## src/rtl/id_ex_reg.sv

```systemverilog
// ID/EX pipeline register: captures decoded fields from ID, inserts bubbles for
// flush and load-use hazards, freezes on stall/wfi, and counts inserted bubbles.
module id_ex_reg #(
    parameter int XLEN = 32
) (
    input  logic            clk,
    input  logic            rst,
    input  logic            stall,
    input  logic            wfi,
    input  logic            flush,
    input  logic            load_use_hazard,
    input  logic            id_valid,
    input  logic [XLEN-1:0] id_pc,
    input  logic [XLEN-1:0] id_rs1_data,
    input  logic [XLEN-1:0] id_rs2_data,
    input  logic [XLEN-1:0] id_imm,
    input  logic [4:0]      id_rs1,
    input  logic [4:0]      id_rs2,
    input  logic [4:0]      id_rd,
    input  logic [2:0]      id_funct3,
    input  logic [3:0]      id_alu_op,
    input  logic            id_memread,
    input  logic            id_memwrite,
    input  logic            id_regwrite,
    input  logic            id_branch,
    input  logic            id_jump,
    input  logic            id_alusrc,
    output logic [XLEN-1:0] ex_pc,
    output logic [XLEN-1:0] ex_rs1_data,
    output logic [XLEN-1:0] ex_rs2_data,
    output logic [XLEN-1:0] ex_imm,
    output logic [4:0]      ex_rs1,
    output logic [4:0]      ex_rs2,
    output logic [4:0]      ex_rd,
    output logic [2:0]      ex_funct3,
    output logic [3:0]      ex_alu_op,
    output logic            ex_memread,
    output logic            ex_memwrite,
    output logic            ex_regwrite,
    output logic            ex_branch,
    output logic            ex_jump,
    output logic            ex_alusrc,
    output logic            ex_valid,
    output logic [15:0]     bubble_cnt
);

    logic hold;
    logic bubble;
    logic load_valid;

    assign hold       = stall | wfi;
    assign bubble     = flush | load_use_hazard;
    assign load_valid = id_valid & ~bubble;

    // A squashed or invalid slot carries no control and a zero rd, so downstream
    // forwarding/hazard compares can never match a bubble except on x0.
    always_ff @(posedge clk) begin
        if (rst) begin
            ex_pc       <= '0;
            ex_rs1_data <= '0;
            ex_rs2_data <= '0;
            ex_imm      <= '0;
            ex_rs1      <= '0;
            ex_rs2      <= '0;
            ex_rd       <= '0;
            ex_funct3   <= '0;
            ex_alu_op   <= '0;
            ex_memread  <= 1'b0;
            ex_memwrite <= 1'b0;
            ex_regwrite <= 1'b0;
            ex_branch   <= 1'b0;
            ex_jump     <= 1'b0;
            ex_alusrc   <= 1'b0;
            ex_valid    <= 1'b0;
            bubble_cnt  <= '0;
        end else if (!hold) begin
            ex_pc       <= id_pc;
            ex_rs1_data <= id_rs1_data;
            ex_rs2_data <= id_rs2_data;
            ex_imm      <= id_imm;
            ex_rs1      <= id_rs1;
            ex_rs2      <= id_rs2;
            ex_funct3   <= id_funct3;
            ex_alu_op   <= id_alu_op;
            ex_valid    <= load_valid;
            ex_memread  <= load_valid & id_memread;
            ex_memwrite <= load_valid & id_memwrite;
            ex_regwrite <= load_valid & id_regwrite;
            ex_branch   <= load_valid & id_branch;
            ex_jump     <= load_valid & id_jump;
            ex_alusrc   <= load_valid & id_alusrc;
            ex_rd       <= (load_valid && id_regwrite) ? id_rd : 5'd0;
            // Flush and load-use in the same cycle are one bubble; count saturates.
            if (bubble && bubble_cnt != 16'hFFFF) begin
                bubble_cnt <= bubble_cnt + 16'd1;
            end
        end
    end

endmodule

```

## config.mk

```make
export PLATFORM = sky130hd
export DESIGN_NAME = id_ex_reg
export DESIGN_NICKNAME = d
export VERILOG_FILES = /design/src/rtl/id_ex_reg.sv
export SDC_FILE = /design/constraint.sdc
export NUM_CORES = 1
export LEC_CHECK = 0
export CAP_MARGIN = 5
export CORE_AREA = 2 2 132 134
export CTS_CLUSTER_DIAMETER = 30
export CTS_CLUSTER_SIZE = 30
export DETAILED_ROUTE_END_ITERATION = 10
export DIE_AREA = 0 0 134 136
export GPL_ROUTABILITY_DRIVEN = 0
export PLACE_DENSITY_LB_ADDON = 0.1
export SLEW_MARGIN = 40
export SYNTH_ARGS = -nofsm -noshare
export SYNTH_HDL_FRONTEND = slang
export SYNTH_SLANG_ARGS = --single-unit
```

## constraint.sdc

```tcl
create_clock -name clk -period 4.73 [get_ports clk]
set_input_delay 0.7095 -clock clk [delete_from_list [all_inputs] [get_ports clk]]
set_output_delay 0.7095 -clock clk [all_outputs]
set_load 0.01 [all_outputs]
```

==> out/qor.yml, run 1 <==
hold_buffers: 0
yosysMostFrequentCell: "nand2_1"
status: "complete, no violations"
ys_top_cells_by_area: "dfxtp_1 (56%), nand2_1 (18%), a21oi_1 (13%), clkbuf_1 (2.7%), nor2_1 (1.4%)"
die_h_um: 136
antennaDiodeCount: 0
cts.sinks: 173
dpl_worst_slack_ns: 1.65
syn_to_final_growth_pct: 66.8
finalClockSkew_ns: 0.00724
relSlewSlack_pct: 53.6
cts_root_buf: "clkbuf_16"
critPathKind: "primary input to flop"
worstReg2RegStart: "bubble_cnt[4]"
ys_warn_count: 0
synth.distinct_cells: 36
synth_area_leader_cell: "dfxtp_1"
dr_wl_met2_um: 9100
yosys_most_used_dff: "dfxtp_1"
cp.arrival_ns: 2.99
setup-tns-final_ns: 0
die_x_um: 134
antenna_found_initial: 0
hold_path_class: "flop to flop"
crit_slowest_cell: "or4_1"
port_buffers: 335
drc: 0
start_kind: "primary input"
wl_met3_um: 2090
antenna_left: 0
vias_per_cell: 4.69
synthCells: 771
cts_buffers: 17
clock_latency_ns: 0.42
drv_cap: 0
firstDrtPassIters: 4
ys_async_sr_fraction_pct: 0
postCtsResizedCells: 0
ys_seq_area_share_pct: 56.2
path_max_fanout: 30
period_minus_slack_ns: 2.64
r2r_cells: 4
timing.fmax_ghz: 0.379
power.total_w: 0.00334
ys_ff_latch: 173
grt_pass1_wl_um: 29900
core_area_um2: 16900
rows: 48
fin_crit_sh_pct: 55.8
crit_chain: "clkdlybuf4s50_1 -> or2_4 -> or4_1 -> or4_1 -> a21oi_1"
fin_area_um2: 10300
synth_area_um2: 6160
clock_path_buffers: 2
vias: 6163
wire_per_inst_um: 14.7
htreeDepth: 4
path_clk_slew_ns: 0.06
p_leak_nw: 3.65
ios: 336
setup_violations: 0
final_net_count: 1240
crit_required_ns: 5.08
worst_pin_slew_ns: 0.696
grt_use_total_pct: 20.8
dieArea_um2: 18200
drive_gt1_share_pct: 4.50
met1Wirelength_um: 7800
power.density_nw_per_um2: 325
dr.max_layer_used: "met4"
drv_slew: 0
synthTopCellsByCount: "nand2_1 (294), dfxtp_1 (173), a21oi_1 (154)"
seq_area_um2: 3460
crit_start: "wfi"
drt_iter0_markers: 299
rsz0062_at_grt: "no"
cts_tree: "yes"
post-dp-hpwl_um: 13300
wl_um: 19400
peakVddDrop_uv: 232
yosysTopAreaCellShare_pct: 56.2
post_dp_cell_area_um2: 9670
fin_ws_ns: 2.09
crit_top_cell: "or4_1"
grt_pass1_vias: 5685
syn_nets: 935
post_cts_buffers: 0
grt_remaining_overflow: 0
final_hold_viol_count: 0
start_util_pct: 36.5
fillCellCount: 1524
avgSynthCellArea_um2: 7.99
min_from: "ex_rs1_data[27]"
hold_depth: 2
cpPeakStageDelay_ns: 0.72
cp-end-kind: "flop"
synth-edff-count: 0
multi_input_area_um2: 2500
grt_max_degree: 106
[routing by layer]
layer | global-route usage [%] | vias to the layer above
li1 | - | 3157
met1 | 24.1 | 2751
met2 | 33.6 | 230
met3 | 9.99 | 25
met4 | 7.80 | 0
met5 | 0 | -
[state kept, by name, indices dropped and copies added (netlist names), 3 cells and up]
name / flops
ex_rs1: 5
ex_rd: 5
ex_rs2_data: 32
ex_pc: 32
ex_funct3: 3
bubble_cnt: 16
ex_imm: 32
ex_alu_op: 4
ex_rs1_data: 32
ex_rs2: 5
[cell families (layout without fill, tap and decap cells)]
| group | count (synthesis) | after routing | share of synthesized area (%) |
|---|---|---|---|
| compound gates | 178 | 178 | 15.5 |
| xor+xnor | 1 | 1 | 0.142 |
| fa+ha+maj | 1 | 1 | 0.203 |
| buf+inv | 56 | 374 | 3.43 |
| flops | 173 | 173 | 56.2 |
| mux | 6 | 6 | 1.08 |
| simple gates | 356 | 356 | 23.4 |
[final cells by class]
cell class / instances / share of cell area (%)
Clock buffer: 21 / 4.58
Clock inverter: 11 / 1.02
Multi-Input combinational cell: 542 / 24.3
Sequential cell: 173 / 33.7
Tap cell: 225 / 2.74
Timing Repair Buffer: 342 / 33.6
[through the flow]
step	utilization (%)	cells	hold slack, ns
final	60.9	1314	0.453
after global routing	60.9	1314	0.467
after CTS	60.7	1313	0.455
after detailed placement	57.3	1281	0.446
after global placement	57.1	1280	0.441
after floorplan	-	771	0.481
[placed cells by master, fill, tap and decap left out, types with 4 or more instances in the layout]
cell type          n
nor2b_1            5
inv_6              4
dfxtp_1          173
or4_1              6
clkdlybuf4s50_1  334
clkbuf_16         17
mux2_2             5
a22oi_1            6
nor2_1            22
a21oi_1          154
nand2_1          294
nand4_1            7
a32oi_1            5
nor4_1             4
o31ai_1            5
[worst max-delay path, delay by kind of cell]
family	cells	cell delay, ns
AO/OA/AOI/OAI	1	0.14
buffers and inverters	1	0.48
AND/OR/NAND/NOR	3	1.65
[worst paths after layout]
check,slack (ns),endpoint
setup / recovery,2.09,bubble_cnt[9]
hold / removal,0.45,ex_rs1_data[27]
setup reg to reg,2.72,bubble_cnt[9]
hold reg to reg,0.45,ex_rs1_data[27]
[report_power, final]
part / leakage, nW / switching (W) / internal [W]
Combinational: 1.96 / 0.000180 / 0.000255
Sequential: 1.41 / 0.0000278 / 0.00151
Clock: 0.285 / 0.000592 / 0.000773
No activity file was read; power rests on OpenSTA's default activity.
==> run 2: changes to the inputs <==
- CORE_AREA: 2 2 132 134 -> unset
- CORE_MARGIN: unset -> 2
- CORE_UTILIZATION: unset -> 35
- DIE_AREA: 0 0 134 136 -> unset
- clock period: 4.73 -> 2.2 ns (I/O delays scaled with it)
==> run 2 against run 1 <==
Compared with the run above: setup slack worse by 1.9 ns; die area is 2.5% higher; clock power rose by 110%; critical path depth did not move; via count increased by 1.9%; count of clock-buffer cells in the layout is the same; utilization is 0.69 points lower; non-clock buffer count increased by 15; register-to-register slack worse by 2.5 ns.
==> out/qor.yml, run 2 (same netlist as run 1, synthesis figures left out) <==
drv_cap: 0  # unchanged
wl_um: 19800  # +2.2%
drive_gt1_share_pct: 5.71  # +1.2 points
rows: 48  # unchanged
path_max_fanout: 8  # -73%
rsz0062_at_grt: "no"
final_net_count: 1255  # +1.2%
critPathKind: "primary input to flop"
grt_max_degree: 81  # -24%
cp.arrival_ns: 2.32  # -0.67 ns
timing.fmax_ghz: 0.505
antennaDiodeCount: 0  # unchanged
grt_use_total_pct: 20.5  # -0.39 points
final_hold_viol_count: 0  # unchanged
drv_slew: 0  # unchanged
utilization_pct: 60.2  # -0.69 points
cts_tree: "yes"
finalClockSkew_ns: 0.00503  # -0.00221 ns
firstDrtPassIters: 4  # unchanged
status: "complete, no violations"
crit_required_ns: 2.54  # -2.54 ns
antenna_left: 0  # unchanged
fin_crit_sh_pct: 90.0
dieArea_um2: 18700  # +2.5%
start_util_pct: 35.7  # -0.76 points
clock_path_buffers: 2  # unchanged
ios: 336  # unchanged
cp-end-kind: "flop"
grt_pass1_wl_um: 30100  # +0.69%
p_leak_nw: 3.71  # +1.5%
final_cell_mix: "clkdlybuf4s50_1 (334), nand2_1 (294), dfxtp_1 (173), a21oi_1 (154), nor2_1 (22)"
cts_buffers: 17  # unchanged
post-dp-hpwl_um: 13700  # +2.9%
met1Wirelength_um: 7760  # -0.49%
period_minus_slack_ns: 1.98
cts.sinks: 173  # unchanged
die_x_um: 137  # +2.0%
hold_path_class: "primary input to flop"
post_cts_buffers: 0  # unchanged
post_dp_cell_area_um2: 9820  # +1.6%
syn_to_final_growth_pct: 68.4
clock_latency_ns: 0.42  # about the same
power.density_nw_per_um2: 683  # +110%
setup_violations: 0  # unchanged
postCtsResizedCells: 0  # unchanged
peakVddDrop_uv: 499  # +120%
htreeDepth: 4  # unchanged
vias: 6283  # +1.9%
fillCellCount: 1579  # +3.6%
grt_remaining_overflow: 0  # unchanged
die_h_um: 137  # +0.50%
power.total_w: 0.00709  # +110%
core_area_um2: 17200  # +2.1%
dr_wl_met2_um: 9140  # +0.53%
fin_area_um2: 10400  # +0.97%
grt_pass1_vias: 5853  # +3.0%
wire_per_inst_um: 14.9  # +1.0%
layout_commonest_cell: "clkdlybuf4s50_1"
dr.max_layer_used: "met4"
relSlewSlack_pct: 55.5  # +1.9 points
start_kind: "primary input"
drc: 0  # unchanged
vias_per_cell: 4.73  # +0.80%
port_buffers: 335  # unchanged
hold_buffers: 0  # unchanged
worst_pin_slew_ns: 0.657  # -0.0382 ns
cts_root_buf: "clkbuf_16"
antenna_found_initial: 0  # unchanged
drt_iter0_markers: 318  # +6.4%
path_clk_slew_ns: 0.06  # about the same
wl_met3_um: 2390  # +14%
-- run 2: changes by cell type in the layout (fill, tap and decap cells not counted) --
cell        change
bufinv_16       -1
buf_16          -1
buf_6           -1
nor3_1          +1
clkinvlp_4      +3
buf_4          +14
buf_12          +3
clkinv_2        -1
clkinv_4        -1
nor3_2          -1
-- run 2: report_power, final --
group          internal (W)  total, W  switching, W
combinational      0.000560  0.000955      0.000395
sequential          0.00326   0.00332     0.0000615
clock               0.00155   0.00281       0.00126
-- run 2: worst paths after layout --
kind	startpoint	endpoint	slack [ns]	cells after the start
max reg2reg	bubble_cnt[6]	bubble_cnt[9]	0.27	4
min	rst	ex_pc[25]	0.44	2
min reg2reg	ex_rs2_data[16]	ex_rs2_data[16]	0.45	2
max	wfi	bubble_cnt[9]	0.22	5
-- run 2: routing by layer --
layer / GRT usage [%] / vias up
li1: - / 3193
met5: 0 / -
met4: 8.22 / 0
met1: 23.6 / 2814
met2: 33.0 / 248
met3: 9.26 / 28
-- run 2: critical path: stages --
cell             delay (ns)
clkdlybuf4s50_1        0.42
or2_4                  0.26
or4_1                  0.66
or4_1                  0.51
a21oi_1                0.14
-- run 2: area by class of cell --
type / count / area, um^2 / share of cell area, %
Timing Repair Buffer: 357 / 3580 / 34.5
Sequential cell: 173 / 3460 / 33.4
Multi-Input combinational cell: 542 / 2500 / 24.1
Clock buffer: 21 / 470 / 4.53
Tap cell: 225 / 282 / 2.71
Clock inverter: 11 / 83.8 / 0.808
-- run 2: stage by stage --
| step | TNS [ns] | setup WS [ns] | cells | hold WS [ns] |
|---|---|---|---|---|
| floorplan | 0 | 0.219 | 771 | 0.466 |
| global placement | -0.591 | -0.182 | 1297 | 0.440 |
| detailed placement | -2.29 | -0.201 | 1297 | 0.446 |
| CTS | 0 | 0.248 | 1329 | 0.414 |
| global route | 0 | 0.155 | 1329 | 0.439 |
| finish | 0 | 0.221 | 1329 | 0.440 |
==> run 3: changes to the inputs <==
- CAP_MARGIN: 5 -> unset
- CELL_PAD_IN_SITES_DETAIL_PLACEMENT: unset -> 0
- CELL_PAD_IN_SITES_GLOBAL_PLACEMENT: unset -> 1
- CORE_UTILIZATION: 35 -> 24
==> run 3 against run 2 <==
Compared with the run above: clock power grew 7%; worst hold slack lost 0.11 ns; largest cell class unchanged; routed wire length grew 11%; sequential power is essentially flat; register-to-register slack is essentially flat; total power grew 2.7%; die area grew 44%; non-clock buffer count grew 1; highest routed layer unchanged.
==> out/qor.yml, run 3 (same netlist as run 1, synthesis figures left out) <==
status: "complete, no violations"
cp-end-kind: "flop"
cp.arrival_ns: 2.29  # -0.03 ns
timing.fmax_ghz: 0.513  # +1.6%
grt_max_degree: 99  # +22%
drive_gt1_share_pct: 5.70  # about the same
postCtsResizedCells: 0  # unchanged
drt_iter0_markers: 331  # +4.1%
hold_buffers: 0  # unchanged
dp_cells: 1403  # +8.2%
grt_pass1_vias: 5878  # +0.43%
cts_tree: "yes"
peakVddDrop_uv: 354  # -29%
wl_um: 22000  # +11%
final_cell_mix: "clkdlybuf4s50_1 (334), nand2_1 (294), dfxtp_1 (173), a21oi_1 (154), nor2_1 (22)"
grt_pass1_wl_um: 33000  # +9.6%
grt_remaining_overflow: 0  # unchanged
crit_required_ns: 2.54  # about the same
clock_latency_ns: 0.42  # about the same
post-dp-hpwl_um: 14900  # +8.9%
hold_slack_ns: 0.326  # -0.114 ns
dr.max_layer_used: "met4"
final_hold_viol_count: 0  # unchanged
antenna_left: 0  # unchanged
cts_buffers: 17  # unchanged
path_max_fanout: 6  # -2
rsz0062_at_grt: "no"
vias: 6200  # -1.3%
met1Wirelength_um: 9580  # +23%
start_kind: "primary input"
core_area_um2: 25200  # +46%
antenna_found_initial: 1  # +1
vias_per_cell: 4.32  # -8.6%
period_minus_slack_ns: 1.95  # -0.0311 ns
cts.sinks: 173  # unchanged
rows: 58  # +21%
ios: 336  # unchanged
clock_path_buffers: 2  # unchanged
critPathKind: "primary input to flop"
firstDrtPassIters: 4  # unchanged
die_x_um: 164  # +20%
drc: 0  # unchanged
fin_crit_sh_pct: 88.6  # -1.4 points
path_clk_slew_ns: 0.08  # +0.02 ns
drv_cap: 0  # unchanged
syn_to_final_growth_pct: 71.1
grt_use_total_pct: 15.6  # -4.8 points
fin_cells: 1435  # +8.0%
wl_met3_um: 2300  # -3.9%
p_leak_nw: 3.73  # +0.64%
htreeDepth: 4  # unchanged
dieArea_um2: 27000  # +44%
drv_slew: 0  # unchanged
dr_wl_met2_um: 9880  # +8.1%
wire_per_inst_um: 15.3  # +2.9%
antennaDiodeCount: 0  # unchanged
cts_root_buf: "clkbuf_16"
die_h_um: 164  # +20%
final_net_count: 1256  # +0.080%
power.density_nw_per_um2: 690  # +1.0%
finalClockSkew_ns: 0.0118  # +0.00678 ns
hold_path_class: "primary input to flop"
layout_commonest_cell: "clkdlybuf4s50_1"
post_cts_buffers: 0  # unchanged
start_util_pct: 24.5  # -11 points
port_buffers: 335  # unchanged
relSlewSlack_pct: 53.0  # -2.5 points
worst_pin_slew_ns: 0.704  # +0.0472 ns
setup_violations: 0  # unchanged
==> run 3: metrics by stage <==
stage               instance area (um^2)  utilization [%]  TNS (ns)  total power [W]  setup slack, ns
floorplan                           6160                -         0          0.00371            0.219
global placement                    9960             39.6    -0.558          0.00436           -0.154
detailed placement                  9960             39.6    -0.631          0.00436           -0.169
CTS                                10500             41.9         0          0.00742            0.265
global route                       10500             41.9         0          0.00762            0.125
finish                             10500             41.9         0          0.00728            0.252
==> run 3: worst max-delay path, stage by stage <==
cell,delay (ns)
clkdlybuf4s50_1,0.43
or2_4,0.26
or4_1,0.62
or4_1,0.50
a21oi_1,0.16
==> run 3: area by class of cell <==
class                   count  area (um^2)
fillers                  2614        14600
repair buffers            358         3590
flip-flops and latches    173         3460
multi-input cells         542         2500
clock buffers              19          433
well taps                 330          413
clock inverters            13          149
==> run 3: path summary, 6_finish.rpt <==
path	start	end	slack, ns	cells past startpoint
worst max-delay path	wfi	bubble_cnt[9]	0.25	5
worst min-delay path	rst	bubble_cnt[4]	0.33	2
worst max register to register	bubble_cnt[0]	bubble_cnt[10]	0.28	5
worst min register to register	ex_alu_op[0]	ex_alu_op[0]	0.45	2
==> run 3: report_power, final <==
group          switching (W)  total [W]  leakage (nW)  internal, W
sequential         0.0000604    0.00332          1.41      0.00326
combinational       0.000403   0.000963          2.04     0.000560
clock                0.00138    0.00300         0.282      0.00162
total                0.00184    0.00728          3.73      0.00543
==> run 3: routing by layer <==
metal,up-vias,track usage [%]
met1,2769,19.5
met4,0,3.63
li1,3190,-
met3,14,6.94
met2,227,24.8
met5,-,0
